==> src/rtl/pattern_checker_pkg.sv <==
// Shared definitions for the pattern checker and its stimulus generator.
// Holds the FSM encoding, the default run geometry and a width helper.
package pattern_checker_pkg;

  typedef enum logic [1:0] {
    ST_IDLE = 2'd0,
    ST_RUN  = 2'd1,
    ST_DONE = 2'd2
  } state_e;

  localparam int unsigned DEF_DWELL   = 20;
  localparam int unsigned DEF_PAT_LEN = 4;

  // Index width that stays at least one bit for single-entry ranges
  function automatic int unsigned w_min1(input int unsigned n);
    return (n <= 1) ? 1 : $clog2(n);
  endfunction

endpackage

==> src/rtl/pattern_checker_dwell.sv <==
// Dwell counter: walks 0..DWELL-1 and flags the sample and last cycles.
// Held at zero while clr_i is high so every run starts on a clean dwell.
module dwell_counter
  import pattern_checker_pkg::*;
#(
  parameter int unsigned DWELL     = DEF_DWELL,
  parameter int unsigned SAMPLE_AT = DWELL / 2,
  localparam int unsigned CW       = w_min1(DWELL)
) (
  input  logic          clk,
  input  logic          rst,
  input  logic          clr_i,
  output logic [CW-1:0] cnt_o,
  output logic          sample_hit_o,
  output logic          last_o
);

  logic [CW-1:0] cnt_q, cnt_d;

  assign sample_hit_o = (cnt_q == CW'(SAMPLE_AT));
  assign last_o       = (cnt_q == CW'(DWELL - 1));
  assign cnt_o        = cnt_q;

  always_comb begin
    cnt_d = cnt_q + CW'(1);
    if (clr_i || last_o) begin
      cnt_d = '0;
    end
  end

  always_ff @(posedge clk) begin
    if (rst) begin
      cnt_q <= '0;
    end else begin
      cnt_q <= cnt_d;
    end
  end

endmodule

==> config.mk <==
export PLATFORM = sky130hd
export DESIGN_NAME = dwell_counter
export DESIGN_NICKNAME = d
export VERILOG_FILES = /design/src/rtl/pattern_checker_pkg.sv /design/src/rtl/pattern_checker_dwell.sv
export SDC_FILE = /design/constraint.sdc
export NUM_CORES = 1
export LEC_CHECK = 0
export ABC_AREA = 1
export ABC_CLOCK_PERIOD_IN_PS = 1300
export CORE_AREA = 3 3 40 42
export DETAILED_ROUTE_END_ITERATION = 10
export DIE_AREA = 0 0 43 45
export GPL_ROUTABILITY_DRIVEN = 0
export PLACE_DENSITY = 0.5
export SLEW_MARGIN = 20
export SYNTH_ARGS = -nofsm -noshare
export SYNTH_HDL_FRONTEND = slang
export SYNTH_SLANG_ARGS = --single-unit
export TNS_END_PERCENT = 5
==> constraint.sdc <==
create_clock -name clk -period 1.3 [get_ports clk]
set_clock_uncertainty 0.1 [all_clocks]
set_input_delay 0.26 -clock clk [delete_from_list [all_inputs] [get_ports clk]]
set_output_delay 0.26 -clock clk [all_outputs]
set_load 0.01 [all_outputs]
# After elaboration in Yosys (flattened, before gate mapping)

Index checks and enable logic that the tools add are counted.

Add/sub/neg operators: 1
Eq/ne operators: 2
Reductions and logical operators: 2

Operator list:

| cell                | count |
|---|---|
| $add 5x1->5 const B | 1 |
| $eq 5x4->1 const B  | 1 |
| $eq 5x5->1 const B  | 1 |
| $reduce_or 2->1     | 1 |
| $logic_or 1x1->1    | 1 |

Input bits: 3
Word-level logic and storage cells: 6
Output and inout bits: 7
Register bits: 5

# Logic depth before layout (Yosys ltp)

Gate-level depths: netlist of run 1.

Word-level depth: 3
Mapped depth: 6
Depth with buffers taken out: 6

# Least setup slack after synthesis of run 1

OpenSTA, ideal clock, no wires.

Kind: flip-flop to output port
From: register cnt_q[0], in the netlist cnt_o[0]
To: output port last_o
Data required time: 0.940 ns
Buffers on the path: 0
Arrival time: 0.914 ns
Path slack: 0.026 ns
Cell stages (with the launch flop): 6
Path through: dfxtp_1 -> ha_1 -> nand2_1 -> inv_1 -> nand2_2 -> inv_1

Cells in the longest elaborated chain, start to end: 1

Ends and longest elaborated chain:

| what                   | RTL line                    | RTL |
|---|---|---|
| from (decl)            | pattern_checker_dwell.sv:18 | `logic [CW-1:0] cnt_q, cnt_d;` |
| from (signal assigned) | pattern_checker_dwell.sv:35 | `cnt_q <= cnt_d;` |
| $eq 5x5->1             | pattern_checker_dwell.sv:21 | `assign last_o = (cnt_q == CW'(DWELL - 1));` |
| to (decl)              | pattern_checker_dwell.sv:15 | `output logic last_o` |

No other way between the ends.

# Worst setup path after layout of run 1

From: register cnt_q[0], in the netlist cnt_o[0]
To: output port sample_hit_o

Cells in the longest elaborated chain, start to end: 1

Ends and longest elaborated chain:

| what       | RTL line                    | RTL |
|---|---|---|
| $eq 5x4->1 | pattern_checker_dwell.sv:20 | `assign sample_hit_o = (cnt_q == CW'(SAMPLE_AT));` |
| to (decl)  | pattern_checker_dwell.sv:14 | `output logic sample_hit_o,` |

No other way between the ends.

==> results of run 1 <==
## power by group
group	switching, W	internal [W]	total [W]
Combinational	0.0000112	0.0000147	0.0000259
Clock	0.0000622	0.000116	0.000178
Sequential	0.00000405	0.000156	0.000160
## per-stage QoR
step	setup TNS (ns)	instances	instance area, um2	hold WS, ns	utilization
6_report	-0.2620	69	434.2	0.4591	0.3379
5_1_grt	-0.4272	69	434.2	0.4827	0.3379
4_1_cts	-0.2642	69	442.9	0.4561	0.3447
3_5_place_dp	-0.9785	65	412.9	0.4601	0.3213
3_3_place_gp	-1.037	65	412.9	0.4549	0.3213
2_1_floorplan	0	34	255.2	0.3575	-
## cell usage in the layout, fill, tap and decap left out, drive strengths merged
master,count
nand4,2
nor3,1
clkbuf,5
nand3,2
clkdlybuf4s50,2
inv,5
nand2,8
ha,2
dfxtp,5
nor2,7
buf,14
xnor2,1
## final timing paths
kind | startpoint | end | slack (ns)
hold reg to reg | cnt_o[1] | cnt_o[1] | 0.46
setup / recovery | cnt_o[0] | sample_hit_o | -0.16
hold / removal | cnt_o[1] | cnt_o[1] | 0.46
setup reg to reg | cnt_o[0] | cnt_o[4] | 0.16
## cell type report
cell class | count | area share
timing repair buffer | 17 | 0.2738
sequential | 5 | 0.2507
clock buffer | 4 | 0.06052
tap | 15 | 0.04323
multi-input combinational | 23 | 0.3285
inverter | 5 | 0.04323
## worst min-delay path: cells and delay by family, from the launching register on
family                     cells  cell delay (ns)
adders and majority gates      1             0.13
and+or+nand+nor                1             0.04
DFF                            1             0.36
## per-layer routing
metal	wire length [um]	track usage	vias up
li1	-	-	145
met1	271	0.08475	118
met2	306	0.1257	8
met3	41	0.02789	0
met4	0	0.09036	0
met5	0	0	-
## logic make-up (layout without fill, tap and decap cells)
logic type               after synthesis  after routing  share of synthesized area
XOR/XNOR                               1              1                    0.03432
adder cells (fa/ha/maj)                2              2                    0.09802
buffers and inverters                  6             26                     0.1177
flip-flops                             5              5                     0.3922
AND/OR/NAND/NOR                       20             20                     0.3578
## repair_timing
action	CTS	global route
setup endpoints to repair	7	4
resized for setup	34	3
pin swaps	1	0
==> summary.txt, run 1 <==
Routing
  • DR WL/cell: ~9 um
  • Antenna Violating Nets Remaining: 0
  • Drt drc: 0
  • Drt first pass iters: 1
  • WL final: between 600 and 700 um
  • Vias/cell: 3.928
  • Vias: 271
  • Detailed Route Iter0 Violations: 0

Setup path
  • CP Capture Type: output port
  • Startpoint types: flip-flop
  • WP data required: 0.94 ns
  • WP buf/inv: 2
  • Slowest CP cell: dfxtp_2
  • Top cell family by delay on the critical path: flip-flops
  • Crit-path cells: inv_1 -> ha_1 -> nand2_1 -> nor3_2 -> buf_2
  • Crit Path Category: flip-flop to output port
  • CP Depth: 5
  • FF-to-FF path depth: 7
  • Worst path max stage delay: ~0.34 ns
  • Worst EP arrival: 1.10 ns
  • Worst-path maximum fanout: 3

Power
  • Pwr per Cell Area: 837.4 nW/um2
  • Peak supply drop: roughly 250 uV
  • Total power: roughly 0.00036 W
  • Static leakage power: 0.2248 nW

Flow run
  • Max_cap viols: 0

Global routing
  • Initial antenna violation count: 0
  • Vias in the first global route: roughly 280
  • Largest net degree at the start of global routing: 7
  • Total GRT Usage: 0.08257
  • First-pass GRT wire length: 1.104 mm
  • Global route overflow: 0

Timing
  • Final min period: 1.456 ns
  • Max_slew headroom: 0.9079
  • Fin crit share: 1.120
  • RSZ-0062 raised after global routing: yes
  • Hold Vio Cnt, Final: 0
  • Min setup slack post-route: -0.1564 ns
  • Final Max Slew Viols: 0
  • Final setup vio count: 2
  • Max Clk Rate: slightly below 700 MHz
  • Worst slew pin tran: around 0.14 ns

Logic synthesis
  • Mapped Area: 255.2 um2
  • Cell count after synthesis: 34
  • Yosys warns: 0
  • Ys flop type: dfxtp_1
  • Synthesized flop and latch total: 5
  • Top post-synthesis cells by area: dfxtp_1 (39%), ha_1 (9.8%), nand2_1 (8.8%), nor2_1 (8.8%), inv_1 (7.4%)
  • Cell accounting for the most synthesized area: dfxtp_1
  • Most frequent cells after synthesis: nand2_1 (6), nor2_1 (6), dfxtp_1 (5), inv_1 (5)
  • Mean area per synthesized cell: about 7.5 um2
  • Seq/Total Area, Yosys: 0.3922
  • Syn nets: 39
  • Share of synthesized flip-flops with an asynchronous set or reset: 0
  • Area share of the leading cell type in the synthesized netlist: 0.3922
  • EDFF count, synth: 0
  • Cell variety after synth: 12

Hold path
  • Hold WC Path Type: flip-flop to flip-flop
  • Worst hold path cell count: 2

Clock network
  • Worst-skew pair later-pin latency: approximately 0.24 ns
  • CTS tree: yes
  • Level count of the clock H-tree: 1
  • Clock transition at path regs: about 0.040 ns
  • Post-CTS setup buffer count: 0
  • Max Root-Sink Buffers: 2
  • Hold-fix buffers, CTS: 0
  • CTS Buf Count: 3
  • Clk root buf: clkbuf_4
  • Clk sinks: 5

Status
  • Failing checks: negative setup slack
  • Status: finished, violations left

Final layout
  • Max reg flops: 5
  • Multi-input logic area: 142.6 um2
  • Area delta synth->final: 70.10%
  • # fillers: 138
  • Share of layout cells above drive strength 1: 0.5185
  • Sequential cell area: ~110 um2
  • Fin nets: 60
  • Antenna diodes: 0

Floorplan
  • Die area: a little under 2000 um2
  • Core area: about 1300 um2
  • Initial Util: 0.1986
  • FP Rows: 13
  • Die Width: about 43 um
  • Die Ht: 45 um
  • Top-level I/O count: 10

Placement
  • Buffers added on ports: 9
  • Dpl ws: -0.3189 ns
No activity file was read; power rests on OpenSTA's default activity.
==> run 2, diff against run 1 <==
- ABC_CLOCK_PERIOD_IN_PS: 1300 -> unset
==> results of run 2 <==
The final DEF is identical to that of run 1; final timing and power are the same.
